`config.mk`:
```
export PLATFORM = sky130hd
export DESIGN_NAME = riscv_multicycle_ctrl
export DESIGN_NICKNAME = d
export VERILOG_FILES = /design/src/rtl/riscv_multicycle_ctrl.sv
export SDC_FILE = /design/constraint.sdc
export NUM_CORES = 1
export LEC_CHECK = 0
export CAP_MARGIN = 20
export CORE_AREA = 3 3 167 169
export DETAILED_ROUTE_END_ITERATION = 10
export DIE_AREA = 0 0 170 172
export MAX_ROUTING_LAYER = met4
export PLACE_DENSITY = 0.8
export SKIP_CTS_REPAIR_TIMING = 1
export SLEW_MARGIN = 10
export SYNTH_ARGS = -nofsm -noshare
export SYNTH_HDL_FRONTEND = slang
export SYNTH_SLANG_ARGS = --single-unit
export TNS_END_PERCENT = 20
```
`constraint.sdc`:
```
create_clock -name clk -period 24.7 [get_ports clk]
set_clock_uncertainty 0.15 [all_clocks]
set_input_delay 2.47 -clock clk [delete_from_list [all_inputs] [get_ports clk]]
set_output_delay 2.47 -clock clk [all_outputs]
set_load 0.01 [all_outputs]
```
`src/rtl/riscv_multicycle_ctrl.sv`:
```
// Multicycle RISC-V control FSM: fetch, execute, memory/FPU wait, write-back sequencing.
// Optional memory-wait timeout to a sticky FAULT state is enabled by defining RISCV_MC_TIMEOUT_EN.
module riscv_multicycle_ctrl #(
  parameter int unsigned     XLEN     = 32,
  parameter logic [XLEN-1:0] RESET_PC = '0,
  parameter int unsigned     MAX_WAIT = 15
) (
  input  logic            clk,
  input  logic            reset,
  output logic            imem_req,
  output logic [XLEN-1:0] imem_addr,
  input  logic            imem_ack,
  input  logic [31:0]     imem_rdata,
  output logic            dmem_req,
  output logic            dmem_we,
  output logic [XLEN-1:0] dmem_addr,
  output logic [XLEN-1:0] dmem_wdata,
  input  logic            dmem_ack,
  input  logic [XLEN-1:0] dmem_rdata,
  input  logic            dec_is_load,
  input  logic            dec_is_store,
  input  logic            dec_uses_fpu,
  input  logic            dec_writes_reg,
  input  logic [XLEN-1:0] exec_addr,
  input  logic [XLEN-1:0] exec_wdata,
  input  logic [XLEN-1:0] next_pc,
  input  logic            fpu_busy,
  output logic [31:0]     instr,
  output logic [XLEN-1:0] pc,
  output logic [XLEN-1:0] mem_rdata,
  output logic            reg_we,
  output logic [2:0]      state,
  output logic            fault,
  output logic [63:0]     instret
);

  typedef enum logic [2:0] {
    IDLE     = 3'd0,
    FETCH    = 3'd1,
    EXEC     = 3'd2,
    MEM      = 3'd3,
    FPU_WAIT = 3'd4,
    WB       = 3'd5,
    FAULT    = 3'd6
  } state_t;

  state_t cur_state, nxt_state;

  logic            is_load_lat;
  logic            is_store_lat;
  logic            writes_reg_lat;
  logic [XLEN-1:0] addr_lat;
  logic [XLEN-1:0] wdata_lat;
  logic [XLEN-1:0] next_pc_lat;
  logic            wait_hit;

  if (MAX_WAIT < 1 || MAX_WAIT > 255) begin : g_bad_max_wait
    $error("riscv_multicycle_ctrl: MAX_WAIT must be in 1..255");
  end

`ifdef RISCV_MC_TIMEOUT_EN
  localparam logic [7:0] WAIT_LAST = 8'(MAX_WAIT - 1);

  logic [7:0] wait_cnt;
  logic       waiting;

  assign waiting  = (cur_state == FETCH && !imem_ack) || (cur_state == MEM && !dmem_ack);
  // Trip on the cycle that would bring the count to MAX_WAIT without an ack.
  assign wait_hit = waiting && (wait_cnt == WAIT_LAST);
  assign fault    = (cur_state == FAULT);

  always_ff @(posedge clk) begin
    if (reset) begin
      wait_cnt <= '0;
    end else if ((nxt_state == FETCH && cur_state != FETCH) ||
                 (nxt_state == MEM && cur_state != MEM)) begin
      wait_cnt <= '0;
    end else if (waiting) begin
      wait_cnt <= wait_cnt + 8'd1;
    end
  end
`else
  assign wait_hit = 1'b0;
  assign fault    = 1'b0;
`endif

  always_comb begin
    nxt_state = cur_state;
    case (cur_state)
      IDLE:     nxt_state = FETCH;
      FETCH: begin
        if (imem_ack)      nxt_state = EXEC;
        else if (wait_hit) nxt_state = FAULT;
      end
      EXEC: begin
        if (dec_is_load || dec_is_store) nxt_state = MEM;
        else if (dec_uses_fpu)           nxt_state = FPU_WAIT;
        else                             nxt_state = WB;
      end
      MEM: begin
        if (dmem_ack)      nxt_state = WB;
        else if (wait_hit) nxt_state = FAULT;
      end
      FPU_WAIT: begin
        if (!fpu_busy) nxt_state = WB;
      end
      WB:       nxt_state = FETCH;
      FAULT:    nxt_state = FAULT;
      default:  nxt_state = IDLE;
    endcase
  end

  // Moore handshake outputs: requests fall the cycle after the acking edge.
  assign imem_req   = (cur_state == FETCH);
  assign imem_addr  = pc;
  assign dmem_req   = (cur_state == MEM);
  assign dmem_we    = (cur_state == MEM) && is_store_lat;
  assign dmem_addr  = addr_lat;
  assign dmem_wdata = wdata_lat;
  assign reg_we     = (cur_state == WB) && writes_reg_lat && !is_store_lat;
  assign state      = cur_state;

  always_ff @(posedge clk) begin
    if (reset) begin
      cur_state <= IDLE;
      pc        <= RESET_PC;
      instr     <= '0;
      mem_rdata <= '0;
      instret   <= '0;
    end else begin
      cur_state <= nxt_state;
      if (cur_state == FETCH && imem_ack) begin
        instr <= imem_rdata;
      end
      if (cur_state == MEM && dmem_ack && is_load_lat) begin
        mem_rdata <= dmem_rdata;
      end
      if (cur_state == WB) begin
        pc      <= next_pc_lat;
        instret <= instret + 64'd1;
      end
    end
  end

  // Decode/execute snapshot; a load+store combination is resolved as a store.
  always_ff @(posedge clk) begin
    if (cur_state == EXEC) begin
      is_load_lat    <= dec_is_load && !dec_is_store;
      is_store_lat   <= dec_is_store;
      writes_reg_lat <= dec_writes_reg;
      addr_lat       <= exec_addr;
      wdata_lat      <= exec_wdata;
      next_pc_lat    <= next_pc;
    end
  end

endmodule

```
== Word-level counts from Yosys, hierarchy flattened ==
Index checks and enable logic that the tools add are counted.

* Add/subtract/negate cells: 1
* Reductions and logical operators: 13
* Div/mod/pow operators: 0
* Multiplexer cells: 6
* Shifts and indexed selects: 0
* Order comparisons: 0
* Eq/ne operators: 9
* Bitwise gates (word level): 0
* $mul: 0

{| class="wikitable"
|+ Operators by type and width
! kind !! number
|-
| $add 64x1->64 const B || 1
|-
| $pmux 3 s6 || 1
|-
| $mux 3 || 4
|-
| $eq 3x3->1 const B || 3
|-
| $logic_and 1x1->1 || 7
|-
| $eq 3x2->1 const B || 2
|-
| $ne 2x1->1 const B || 2
|-
| $eq 3x1->1 const B || 1
|-
| $logic_not 3->1 || 1
|-
| $reduce_and 3->1 || 1
|-
| $logic_not 1->1 || 2
|-
| $ne 2x2->1 const B || 1
|-
| $reduce_or 2->1 || 1
|-
| $logic_or 1x1->1 || 1
|-
| $mux 1 || 1
|}

* ROM bits: 0
* Bits of input ports: 169
* Bits in registers: 262
* Bits in writable memories: 0
* Latch bits: 0
* Output and inout bits: 264
* Word-level logic and storage cells: 40
* Memories: 0

== Depth between registers and ports, before layout ==
* Depth after elaboration: 3
* Mapped depth: 8
* Mapped depth without buffers: 6

== Least setup slack after synthesis ==
OpenSTA, ideal clock, no wires.

* Path type: flip-flop to flip-flop
* Start: register cur_state[1], in the netlist state[1]
* End: register addr_lat[0], in the netlist dmem_addr[0] (enable)
* Arrival time: 7.887 ns
* Required time: 23.851 ns
* Slack: 15.964 ns
* Period minus slack after synthesis: 8.736 ns
* Cell stages (with the launch flop): 3
* Setup time: 0.699 ns
* Cells stage by stage: dfxtp_1 clkbuf_1 nor3b_1

* Word-level cells in the longest chain between the ends: 1

{| class="wikitable"
|+ Ends and longest elaborated chain
! item !! RTL line !! text
|-
| from (decl) || 47 || <nowiki>state_t cur_state, nxt_state;</nowiki>
|-
| from (signal assigned) || 131 || <nowiki>cur_state <= nxt_state;</nowiki>
|-
| $eq 3x2->1 || 147 || <nowiki>if (cur_state == EXEC) begin</nowiki>
|-
| to (signal assigned) || 151 || <nowiki>addr_lat <= exec_addr;</nowiki>
|-
| to (decl) || 52 || <nowiki>logic [XLEN-1:0] addr_lat;</nowiki>
|}

No other way between the ends.
A chain may end at the register's enable or synchronous reset.

== Worst setup path in the final report ==
* Start: register cur_state[2], in the netlist state[2]
* End: output port reg_we

* Word-level cells in the longest chain between the ends: 3

{| class="wikitable"
|+ Ends and longest elaborated chain
! item !! RTL line !! text
|-
| $eq 3x3->1 || 120 || <nowiki>assign reg_we = (cur_state == WB) && writes_reg_lat && !is_store_lat;</nowiki>
|-
| $logic_and 1x1->1 (2 in series) || 120 ||
|-
| to (decl) || 31 || <nowiki>output logic reg_we,</nowiki>
|}

No other way between the ends.

==> impl_metrics.env <==
export IMPL_syn_area_um2=9848
export IMPL_leakage_uw=0.005066
export IMPL_synth_distinct_cells=49
export IMPL_die_y_um=172
export IMPL_worst_setup_path_end_kind="output port"
export IMPL_max_cap_violations=0
export IMPL_syn_num_nets=1125
export IMPL_yosys_warnings=0
export IMPL_routed_via_density=5.022
export IMPL_critPathMaxStageDelay_ns=0.60
export IMPL_routed_wl_um=32500
export IMPL_final_layout_size_suffix_gt1_frac=0.05429
export IMPL_ios=433
export IMPL_port_buffers=431
export IMPL_status="finished, final reports clean"
export IMPL_place_gp_congestion=0.8024
export IMPL_final_setup_viol_count=0
export IMPL_drt_pass1_iterations=5
export IMPL_placed_area_um2=14220
export IMPL_synth_edf_count=99
export IMPL_fin_crit_sh=0.2125
export IMPL_cts_made_buffers=28
export IMPL_synth_seq_cells=262
export IMPL_synthFlopType="dfxtp_1"
export IMPL_stdcell_area_um2=15150
export IMPL_crit_slowest_cell="dfxtp_1"
export IMPL_grt_pass1_wl_um=47770
export IMPL_grtUsageTotal=0.2146
export IMPL_relSlewSlack=0.3931
export IMPL_crit_fanout=44
export IMPL_cts_path_max_buffers=3
export IMPL_antenna_found_initial=2
export IMPL_cp_arrival_ns=2.63
export IMPL_syn_inst=955
export IMPL_start_util=0.3685
export IMPL_antenna_left=0
export IMPL_grt_pass1_vias=8371
export IMPL_design_die_area_um2=29240
export IMPL_hp_class="register to register"
export IMPL_cts_root_buf="clkbuf_16"
export IMPL_ir_drop_v=0.00006093
export IMPL_cp_num_buf_inv=1
export IMPL_yosysSeqAreaShare=0.6332
export IMPL_wl_per_cell_um=19.05
export IMPL_die_width_um=170
export IMPL_grt_setup_unrepaired="false"
export IMPL_area_growth_pct=53.84
export IMPL_crit_family="simple AND/OR/NAND/NOR gates"
export IMPL_coreArea_um2=26730
export IMPL_cp_required_ns=22.08
export IMPL_insertion_delay_ns=0.54
export IMPL_gr_total_overflow=0
export IMPL_post_dp_hpwl_um=23300
export IMPL_num_nets_final=1511
export IMPL_drc=0
export IMPL_max_freq_ghz=0.1905
export IMPL_path_cells="nand3b_4 > nor3b_1 > clkdlybuf4s50_1"
export IMPL_layout_min_cycle_time_ns=5.249
export IMPL_clkSinkCount=262
export IMPL_synth_async_reset_ratio=0
export IMPL_layout_common_cells="430 x clkdlybuf4s50_1, 220 x nand2_1, 163 x dfxtp_1"
export IMPL_drt_iter0_drc=693
export IMPL_maxSlewViolCount=0
export IMPL_final_common_cell="clkdlybuf4s50_1"
export IMPL_finalHoldViolCount=0
export IMPL_tns_ns=0
export IMPL_htree_num_levels=1
export IMPL_vias=8567
export IMPL_cp_start_kind="register"
export IMPL_grt_max_degree=89
export IMPL_path_class="register to output port"
export IMPL_cts_tree="done"
export IMPL_clkTransAtPathRegs_ns=0.06
export IMPL_worst_pin_slew_ns=0.9103
export IMPL_synth_avg_cell_area_um2=10.31
export IMPL_power_density_nw_per_um2=62.63
export IMPL_num_rows=60
worst min-delay path, delay by kind of cell (launching register included):
| family | cells | cell delay, ns |
|---|---|---|
| flops | 1 | 0.30 |
| compound gates | 1 | 0.05 |
| simple gates | 1 | 0.05 |
metal layers:
layer / vias to the layer above / routed length (µm) / global-route usage
met3: 64 / 2307 / 0.05098
met2: 369 / 16790 / 0.3730
met1: 4077 / 12220 / 0.2436
met5: - / 0 / -
li1: 4057 / - / -
met4: 0 / 1190 / 0.07584
synth_stat cells, types with 2 or more instances:
cell type	number	area share
or4_1	18	0.014
or3_2	2	0.0015
or3_1	8	0.0051
nand2_1	220	0.084
nand4_1	26	0.017
xnor2_1	12	0.011
buf_1	4	0.0015
nand3_1	27	0.014
xor2_1	22	0.020
nor3b_1	3	0.0023
clkbuf_1	41	0.016
nor4_4	2	0.0043
nor2_1	54	0.021
o21ai_0	15	0.0076
inv_1	11	0.0042
nor2b_1	7	0.0044
and3_1	4	0.0025
nor3_1	6	0.0030
a21oi_1	125	0.064
buf_4	34	0.026
nor4_2	2	0.0025
o31ai_1	14	0.011
and3b_1	2	0.0018
nor4_1	5	0.0032
edfxtp_1	99	0.30
buf_2	2	0.0010
nand4_2	3	0.0038
and2_1	4	0.0025
dfxtp_1	163	0.33
cell type report:
type | count | area, µm²
Antenna cell | 2 | 5.005
Multi-Input combinational cell | 600 | 3132
Inverter | 11 | 41.29
Tap cell | 341 | 426.7
Clock buffer | 44 | 873.3
Fill cell | 2274 | 11570
Clock inverter | 8 | 52.55
Timing Repair Buffer | 438 | 4384
Sequential cell | 262 | 6236
metrics by stage:
| step | hold WS [ns] | cells | setup slack (ns) | total power [µW] | utilization |
|---|---|---|---|---|---|
| 2_1_floorplan | 0.3213 | 955 | 15.96 | 494.3 | - |
| 3_3_place_gp | 0.2915 | 1651 | 20.07 | 541.4 | 0.5310 |
| 3_5_place_dp | 0.2956 | 1652 | 19.97 | 542.8 | 0.5320 |
| 4_1_cts | 0.3039 | 1704 | 19.38 | 961.8 | 0.5667 |
| 5_1_grt | 0.3213 | 1706 | 19.24 | 983.0 | 0.5669 |
| 6_report | 0.3002 | 1706 | 19.45 | 948.8 | 0.5669 |
sequential cells by signal, indices dropped and copies added, names as in the netlist:
signal          count
is_load_lat         1
instr              32
dmem_wdata         32
dmem_addr          32
instret            64
next_pc_lat        32
writes_reg_lat      1
mem_rdata          32
imem_addr          32
is_store_lat        1
state               3
cell families (layout without fill, tap and decap cells):
family / after synthesis / count (layout) / synth area share
AOI/OAI and AO/OA: 156 / 156 / 0.08347
adders and majority gates: 1 / 1 / 0.001270
DFF: 262 / 262 / 0.6332
xor gates and xnor gates: 34 / 34 / 0.03024
other: 1 / 3 / 0.0003808
and+or+nand+nor: 407 / 407 / 0.2009
buffers and inverters: 93 / 501 / 0.04942
muxes: 1 / 1 / 0.001143
path summary, 6_finish.rpt:
kind | startpoint | end | slack (ns) | cells past startpoint
min reg2reg | instr[31] | instr[31] | 0.30 | 2
max reg2reg | state[2] | instret[60] | 21.61 | 5
max | state[2] | reg_we | 19.45 | 3
min | instr[31] | instr[31] | 0.30 | 2
power breakdown:
part	total, µW	internal (µW)	switching, µW
clock network	415	243	172
registers	464	459	5.06
logic	69.2	40.3	28.9
total	949	743	206
Note: power is estimated with default switching activity, not from simulation.
